==> src/rtl/mmio_uart_tx.sv <==
`default_nettype none
// ============================================================================
// Module      : mmio_uart_tx
// Description : Memory-mapped UART transmitter with an 8-entry byte FIFO.
//               Define MMIO_UART_PARITY_EN to add an even-parity bit (8E1).
// Revision    : 1.0 - initial release
// ============================================================================
module mmio_uart_tx #(
    parameter int unsigned CLK_HZ    = 50000000,
    parameter int unsigned BAUD      = 115200,
    parameter logic [31:0] BASE_ADDR = 32'hFFFF0000
) (
    input  logic        clk,
    input  logic        reset,
    input  logic        mem_write,
    input  logic        mem_read,
    input  logic [31:0] addr,
    input  logic [31:0] wdata,
    output logic [31:0] rdata,
    output logic        uart_tx,
    output logic        tx_busy
);

    localparam int unsigned c_div_raw = CLK_HZ / BAUD;
    localparam int unsigned c_div     = (c_div_raw < 1) ? 1 : c_div_raw;
    localparam int unsigned c_cnt_w   = (c_div > 1) ? $clog2(c_div) : 1;
    localparam logic [c_cnt_w-1:0] c_div_last = c_cnt_w'(c_div - 1);
    localparam logic [c_cnt_w-1:0] c_cnt_one  = c_cnt_w'(1);

    typedef enum logic [2:0] {
        ST_IDLE   = 3'd0,
        ST_START  = 3'd1,
        ST_DATA   = 3'd2,
`ifdef MMIO_UART_PARITY_EN
        ST_PARITY = 3'd3,
`endif
        ST_STOP   = 3'd4
    } state_t;

    logic [7:0]         r_mem [8];
    logic [2:0]         r_wr_ptr;
    logic [2:0]         r_rd_ptr;
    logic [3:0]         r_count;
    logic               r_overflow;
    state_t             r_state;
    logic [c_cnt_w-1:0] r_baud_cnt;
    logic [2:0]         r_bit_idx;
    logic [7:0]         r_shift;
    logic               r_tx;

    logic w_sel_data;
    logic w_sel_status;
    logic w_full;
    logic w_empty;
    logic w_baud_done;
    logic w_pop;
    logic w_push;
    logic w_drop;
    logic w_unused_bits;

    assign w_sel_data   = (addr == BASE_ADDR);
    assign w_sel_status = (addr == (BASE_ADDR + 32'd4));
    assign w_full       = (r_count == 4'd8);
    assign w_empty      = (r_count == 4'd0);
    assign w_baud_done  = (r_baud_cnt == c_div_last);

    // A pop happens when idle, or on the last stop-bit cycle so frames chain without a gap.
    assign w_pop  = !w_empty && ((r_state == ST_IDLE) || ((r_state == ST_STOP) && w_baud_done));
    assign w_push = mem_write && w_sel_data && (!w_full || w_pop);
    assign w_drop = mem_write && w_sel_data && w_full && !w_pop;

    assign w_unused_bits = ^wdata[31:8];

    assign uart_tx = r_tx;
    assign tx_busy = !w_empty || (r_state != ST_IDLE);

    always_comb begin
        rdata = 32'b0;
        if (mem_read && w_sel_status) begin
            rdata = {24'b0, r_count, r_overflow, tx_busy, w_empty, w_full};
        end
    end

    always_ff @(posedge clk) begin
        if (w_push && !reset) begin
            r_mem[r_wr_ptr] <= wdata[7:0];
        end
    end

    always_ff @(posedge clk) begin
        if (reset) begin
            r_wr_ptr   <= 3'd0;
            r_rd_ptr   <= 3'd0;
            r_count    <= 4'd0;
            r_overflow <= 1'b0;
        end else begin
            if (w_push) begin
                r_wr_ptr <= r_wr_ptr + 3'd1;
            end
            if (w_pop) begin
                r_rd_ptr <= r_rd_ptr + 3'd1;
            end
            case ({w_push, w_pop})
                2'b10:   r_count <= r_count + 4'd1;
                2'b01:   r_count <= r_count - 4'd1;
                default: r_count <= r_count;
            endcase
            if (w_drop) begin
                r_overflow <= 1'b1;
            end else if (mem_write && w_sel_status) begin
                r_overflow <= 1'b0;
            end
        end
    end

    always_ff @(posedge clk) begin
        if (reset) begin
            r_state    <= ST_IDLE;
            r_tx       <= 1'b1;
            r_baud_cnt <= '0;
            r_bit_idx  <= 3'd0;
            r_shift    <= 8'd0;
        end else begin
            case (r_state)
                ST_IDLE: begin
                    r_tx       <= 1'b1;
                    r_baud_cnt <= '0;
                    if (w_pop) begin
                        r_shift <= r_mem[r_rd_ptr];
                        r_state <= ST_START;
                        r_tx    <= 1'b0;
                    end
                end
                ST_START: begin
                    if (w_baud_done) begin
                        r_baud_cnt <= '0;
                        r_bit_idx  <= 3'd0;
                        r_state    <= ST_DATA;
                        r_tx       <= r_shift[0];
                    end else begin
                        r_baud_cnt <= r_baud_cnt + c_cnt_one;
                    end
                end
                ST_DATA: begin
                    if (w_baud_done) begin
                        r_baud_cnt <= '0;
                        if (r_bit_idx == 3'd7) begin
`ifdef MMIO_UART_PARITY_EN
                            r_state <= ST_PARITY;
                            r_tx    <= ^r_shift;
`else
                            r_state <= ST_STOP;
                            r_tx    <= 1'b1;
`endif
                        end else begin
                            r_bit_idx <= r_bit_idx + 3'd1;
                            r_tx      <= r_shift[r_bit_idx + 3'd1];
                        end
                    end else begin
                        r_baud_cnt <= r_baud_cnt + c_cnt_one;
                    end
                end
`ifdef MMIO_UART_PARITY_EN
                ST_PARITY: begin
                    if (w_baud_done) begin
                        r_baud_cnt <= '0;
                        r_state    <= ST_STOP;
                        r_tx       <= 1'b1;
                    end else begin
                        r_baud_cnt <= r_baud_cnt + c_cnt_one;
                    end
                end
`endif
                ST_STOP: begin
                    if (w_baud_done) begin
                        r_baud_cnt <= '0;
                        if (w_pop) begin
                            r_shift <= r_mem[r_rd_ptr];
                            r_state <= ST_START;
                            r_tx    <= 1'b0;
                        end else begin
                            r_state <= ST_IDLE;
                            r_tx    <= 1'b1;
                        end
                    end else begin
                        r_baud_cnt <= r_baud_cnt + c_cnt_one;
                    end
                end
                default: begin
                    r_state    <= ST_IDLE;
                    r_tx       <= 1'b1;
                    r_baud_cnt <= '0;
                end
            endcase
        end
    end

endmodule
`default_nettype wire
==> config.mk <==
export PLATFORM = sky130hd
export DESIGN_NAME = mmio_uart_tx
export DESIGN_NICKNAME = d
export VERILOG_FILES = /design/src/rtl/mmio_uart_tx.sv
export SDC_FILE = /design/constraint.sdc
export NUM_CORES = 1
export LEC_CHECK = 0
export CAP_MARGIN = 20
export CORE_MARGIN = 5
export CORE_UTILIZATION = 50
export DETAILED_ROUTE_END_ITERATION = 8
export HOLD_SLACK_MARGIN = 0.05
export PLACE_DENSITY = 0.79
export SYNTH_ARGS = -nofsm -noshare
export SYNTH_HDL_FRONTEND = slang
export SYNTH_SLANG_ARGS = --single-unit
==> constraint.sdc <==
create_clock -name clk -period 3.8 [get_ports clk]
set_input_delay 0.76 -clock clk [delete_from_list [all_inputs] [get_ports clk]]
set_output_delay 0.76 -clock clk [all_outputs]
set_load 0.005 [all_outputs]
**Word level (Yosys, flattened, before mapping)**

Memory sizes are Yosys's and may differ from the RTL's. A register that Yosys moved wholly into a read port is not among the register bits.
Index checks and enable logic that the tools add are counted.

- Register bits: 35
- RAM bits: 64
- Input port bits: 68
- Logic and storage cells: 93
- Memories: 1

- Add/subtract/negate cells: 6
- $lt $le $gt $ge: 1
- Equal/unequal tests: 16
- Mux-type cells: 30
- Bitwise gates (word level): 1
- Reduce and logical (&&, ||, !) cells: 29

Memory list:

| memory | depth | bits a word | rd ports | clocked after memory_dff | wr ports | line | source |
|---|---|---|---|---|---|---|---|
| r_mem | 8 | 8 | 1 | 1 | 1 | 40 | `logic [7:0] r_mem [8];` |

Operator list:

| operator | count |
|---|---|
| 32-bit equality test, second input constant | 2 |
| 3-bit 2-to-1 mux | 10 |
| 8-bit 2-to-1 mux | 3 |
| 8-bit case mux with 2 select lines | 1 |
| 2-bit != test, second input constant | 6 |
| 3-bit case mux with 4 select lines | 1 |
| 1-bit 2-to-1 mux | 11 |
| 3-bit by 1-bit adder with 3-bit output, second input constant | 3 |
| 9-bit by 1-bit adder with 9-bit output, second input constant | 1 |
| 9-bit equality test, second input constant | 1 |
| 1-bit logical AND | 9 |
| 4-bit case mux with 2 select lines | 1 |
| 2-bit nonzero test | 4 |
| 3-bit equality test, second input constant | 2 |
| 3-bit case mux with 2 select lines | 1 |
| 3-bit OR reduction | 2 |
| 5-bit AND reduction | 1 |
| 4-bit by 1-bit adder with 4-bit output, second input constant | 1 |
| 4-bit equality test, second input constant | 1 |
| 1-bit zero test | 4 |
| 4-bit zero test | 1 |
| 3-bit by 4-bit < comparator with 1-bit output, second input constant | 1 |
| 1-bit case mux with 4 select lines | 1 |
| 4-bit AND reduction | 1 |
| 12 further kinds | 14 |

**Longest topological paths before layout**

- Depth in word-level cells: 9
- Depth in mapped cells: 12
- Gate-level depth less buffers: 12

**Worst setup path before layout**

No wires, ideal clock.

- Path kind: in2reg
- From: in addr[22]
- To: mem r_mem[4][0], enable pin
- Library setup time: 0.398 ns
- Arrival: 2.687 ns
- Slack: 0.715 ns
- Stages on the path: 5
- Path buffers: 0
- Path through: nand4_1 > nor4_1 > nand3_1 > nor2_2 > nor4b_1

- Cells in the longest elaborated chain, start to end: 6

Ends and longest elaborated chain:

| item | line | source |
|---|---|---|
| start: declaration | 17 | `input logic [31:0] addr,` |
| 32-bit equality test | 61 | `assign w_sel_data = (addr == BASE_ADDR);` |
| 1-bit logical AND (2 in series) | 69 | `assign w_push = mem_write && w_sel_data && (!w_full \|\| w_pop);` |
| 1-bit logical AND | 85 | `if (w_push && !reset) begin` |
| 1-bit 2-to-1 mux | 85 |  |
| 1-bit 2-to-1 mux (not written as such) | 86 | `r_mem[r_wr_ptr] <= wdata[7:0];` |
| end: declaration | 40 |  |

Every way passes these cells.

**Worst setup path in the final report**

- From: in addr[18]
- To: out rdata[3]

- Cells in the longest elaborated chain, start to end: 3

Ends and longest elaborated chain:

| item | line | source |
|---|---|---|
| 32-bit equality test | 62 | `assign w_sel_status = (addr == (BASE_ADDR + 32'd4));` |
| 1-bit logical AND | 79 | `if (mem_read && w_sel_status) begin` |
| 8-bit 2-to-1 mux | 79 |  |
| end: declaration | 19 | `output logic [31:0] rdata,` |

Every way passes these cells.

==> flow_summary.json <==
{
  "outcome": "completed",
  "hold_violations": 0,
  "slew_violations": 0,
  "grt_max_degree": 24,
  "dieArea_um2": 11110,
  "syn_avg_cell_area_um2": 13.15,
  "routed.top_layer": "met4",
  "ys_seq_elements": 102,
  "synth_edf_count": 64,
  "required_ns": 3.04,
  "root_buffer": "clkbuf_8",
  "place.port_buffers": 53,
  "ys_warn_count": 0,
  "r2r_cells": 11,
  "final_antenna_net_count": 0,
  "whs_path_depth": 2,
  "max_slew_margin_pct": 46.98,
  "clkPwrFrac_pct": 25.1,
  "final.min_clock_period_ns": 3.673,
  "fin_skew_ns": 0.01361,
  "synth_area_leaders": "edfxtp_1 (42%), dfxtp_1 (17%), mux4_2 (8.9%)",
  "dieHeight_um": 105.4,
  "area_delta_synth_final_pct": 17.57,
  "first_iter_violations": 119,
  "wl_per_cell_um": 16.15,
  "drc": 0,
  "cts_hold_buf": 0,
  "end_kind": "output port",
  "fin_util_pct": 60.76,
  "critPathLaunchType": "primary input",
  "grt_pass1_wl_um": 13100,
  "numClockSinks": 102,
  "grt_usage_pct": 15.06,
  "met3_length_um": 331,
  "p_leak_nw": 1.813,
  "place_inst": 500,
  "holdWs_ns": 0.4879,
  "worst_slew_pin_slew_ns": 0.7942,
  "ios": 102,
  "hold_class": "flop to flop",
  "p_seq_share_pct": 51.0,
  "switching_share_pct": 29.90,
  "dp_hpwl_um": 6046,
  "rsz0062_at_grt": "false",
  "yosysUniqueCellTypes": 48,
  "synth_top_flop_cell": "edfxtp_1",
  "clock_latency_ns": 0.37,
  "power_w": 0.002636,
  "dr_total_vias": 2812,
  "wl_um": 8350,
  "ctsResizeCount": 0,
  "clk_pin_slew_ns": 0.09,
  "crit_arrival_ns": 2.91,
  "yosysSeqAreaShare_pct": 58.95,
  "p_int_w": 0.001848,
  "fin_tns_setup_ns": 0,
  "rows": 34,
  "fin_crit_sh_pct": 96.66,
  "coreArea_um2": 8806,
  "clockBufferDepth": 2,
  "synth_commonest_cells": "edfxtp_1 (64), dfxtp_1 (38), nor2_1 (36)",
  "numCtsBuffers": 9,
  "wl_met2_um": 4598,
  "antennaDiodeCount": 0,
  "start_util_pct": 51.68,
  "criticalPathCategory": "primary input to output port",
  "cts_htree_levels": 3,
  "area.sequential_um2": 2683,
  "antenna_found_initial": 0,
  "syn_area_um2": 4551,
  "tritoncts": "yes",
  "p_per_area_nw_per_um2": 492.8,
  "firstDrtPassIters": 4,
  "ir_drop_v": 0.0003495,
  "drive_above_1_share_pct": 12.47,
  "post_cts_buffers": 0,
  "power_frac_comb_pct": 23.9,
  "fill_cells": 674,
  "overflow": 0,
  "synth_most_common_cell": "edfxtp_1",
  "grt_pass1_vias": 2646,
  "die_w_um": 105.4,
  "yosysTopAreaCell": "edfxtp_1",
  "fin_cells": 517,
  "via_per_inst": 5.439,
  "place_congestion": 0.7275,
  "netlist.area_leader.share_pct": 42.23,
  "cap_violations": 0,
  "wl_met1_um": 3352,
  "synthArstFlopShare_pct": 0,
  "multi_input_area_um2": 1680,
  "p_sw_w": 0.0007882,
  "setup_viol": 0,
  "nets": 481,
  "fmax_ghz": 0.2723,
  "syn_inst": 346,
  "cp_max_fo": 4
}
==> flip-flops by register name, summed over array words and instances, names as in the netlist, named ones only <==
name and flops:
r_wr_ptr 3, uart_tx 1, r_mem 64, r_baud_cnt 9, r_state 3, r_bit_idx 3, r_rd_ptr 3, r_overflow 1
r_count 4, r_shift 8
==> routing by layer <==
layer  vias to the layer above  GRT usage, %
li1                       1372             -
met1                      1381         17.47
met2                        52         27.50
met3                         7         4.218
met4                         0         3.655
met5                         -             0
==> through the flow <==
stage / setup WS, ns / cell area [um2]
after floorplan: 0.7146 / 4637
after global placement: 0.1952 / 5119
after detailed placement: 0.1517 / 5119
after CTS: 0.1440 / 5323
after global routing: 0.02516 / 5350
final: 0.1271 / 5350
==> logic make-up after synthesis <==
family                     after synthesis  share of synthesized area (%)
xor gates and xnor gates                12                          2.310
DFF                                    102                          58.95
buffers and inverters                   45                          6.021
and+or+nand+nor                        110                          12.90
other                                    1                        0.08241
muxes                                   28                          11.14
AOI/OAI and AO/OA                       39                          5.967
adders and majority gates                9                          2.640
==> worst max-delay path, cell delays in order <==
cell             delay, ns
clkdlybuf4s50_1       0.46
nand4_1               0.09
nor4_1                0.46
and2_1                0.23
and3_1                0.25
and2_1                0.15
clkdlybuf4s50_1       0.51
==> power groups by stage <==
stage / clock network [W] / logic, W / registers [W]
after floorplan: 0 / 0.000536 / 0.00131
after global placement: 0 / 0.000569 / 0.00138
after detailed placement: 0 / 0.000590 / 0.00139
after CTS: 0.000675 / 0.000594 / 0.00137
after global routing: 0.000727 / 0.000704 / 0.00136
final: 0.000661 / 0.000629 / 0.00135
==> layout by cell type (no fill, tap or decap), drive strengths merged, types with 2 or more instances in the layout <==
cell type	count
clkinv	3
and3	4
xnor2	7
or3	3
nand2b	6
buf	10
a211oi	11
o21ai	6
dfxtp	38
xor2	5
mux2i	9
clkbuf	9
a21oi	12
nand3b	2
clkdlybuf4s50	53
ha	8
edfxtp	64
o21a	2
and2	5
nand2	13
nand3	9
nand4	4
inv	9
nor2	37
nor4	9
conb	24
mux4	18
nor4b	2
nor3	10
==> layout make-up <==
| type | instances | area share [%] |
|---|---|---|
| Tap cell | 108 | 2.526 |
| Inverter | 6 | 0.4210 |
| Timing Repair Buffer | 63 | 11.69 |
| Multi-Input combinational cell | 222 | 31.41 |
| Clock buffer | 9 | 2.315 |
| Sequential cell | 102 | 50.14 |
| Clock inverter | 7 | 1.497 |
==> worst paths after layout <==
check | from | to | slack, ns
worst max register to register | r_baud_cnt[0]$_SDFF_PP0_ | r_count[3]$_SDFFE_PP0P_ | 0.80
worst min-delay path | r_bit_idx[1]$_SDFFE_PP0P_ | r_bit_idx[1]$_SDFFE_PP0P_ | 0.49
worst max-delay path | addr[18] | rdata[3] | 0.13
worst min register to register | r_bit_idx[1]$_SDFFE_PP0P_ | r_bit_idx[1]$_SDFFE_PP0P_ | 0.49
Note: power is estimated with default switching activity, not from simulation.
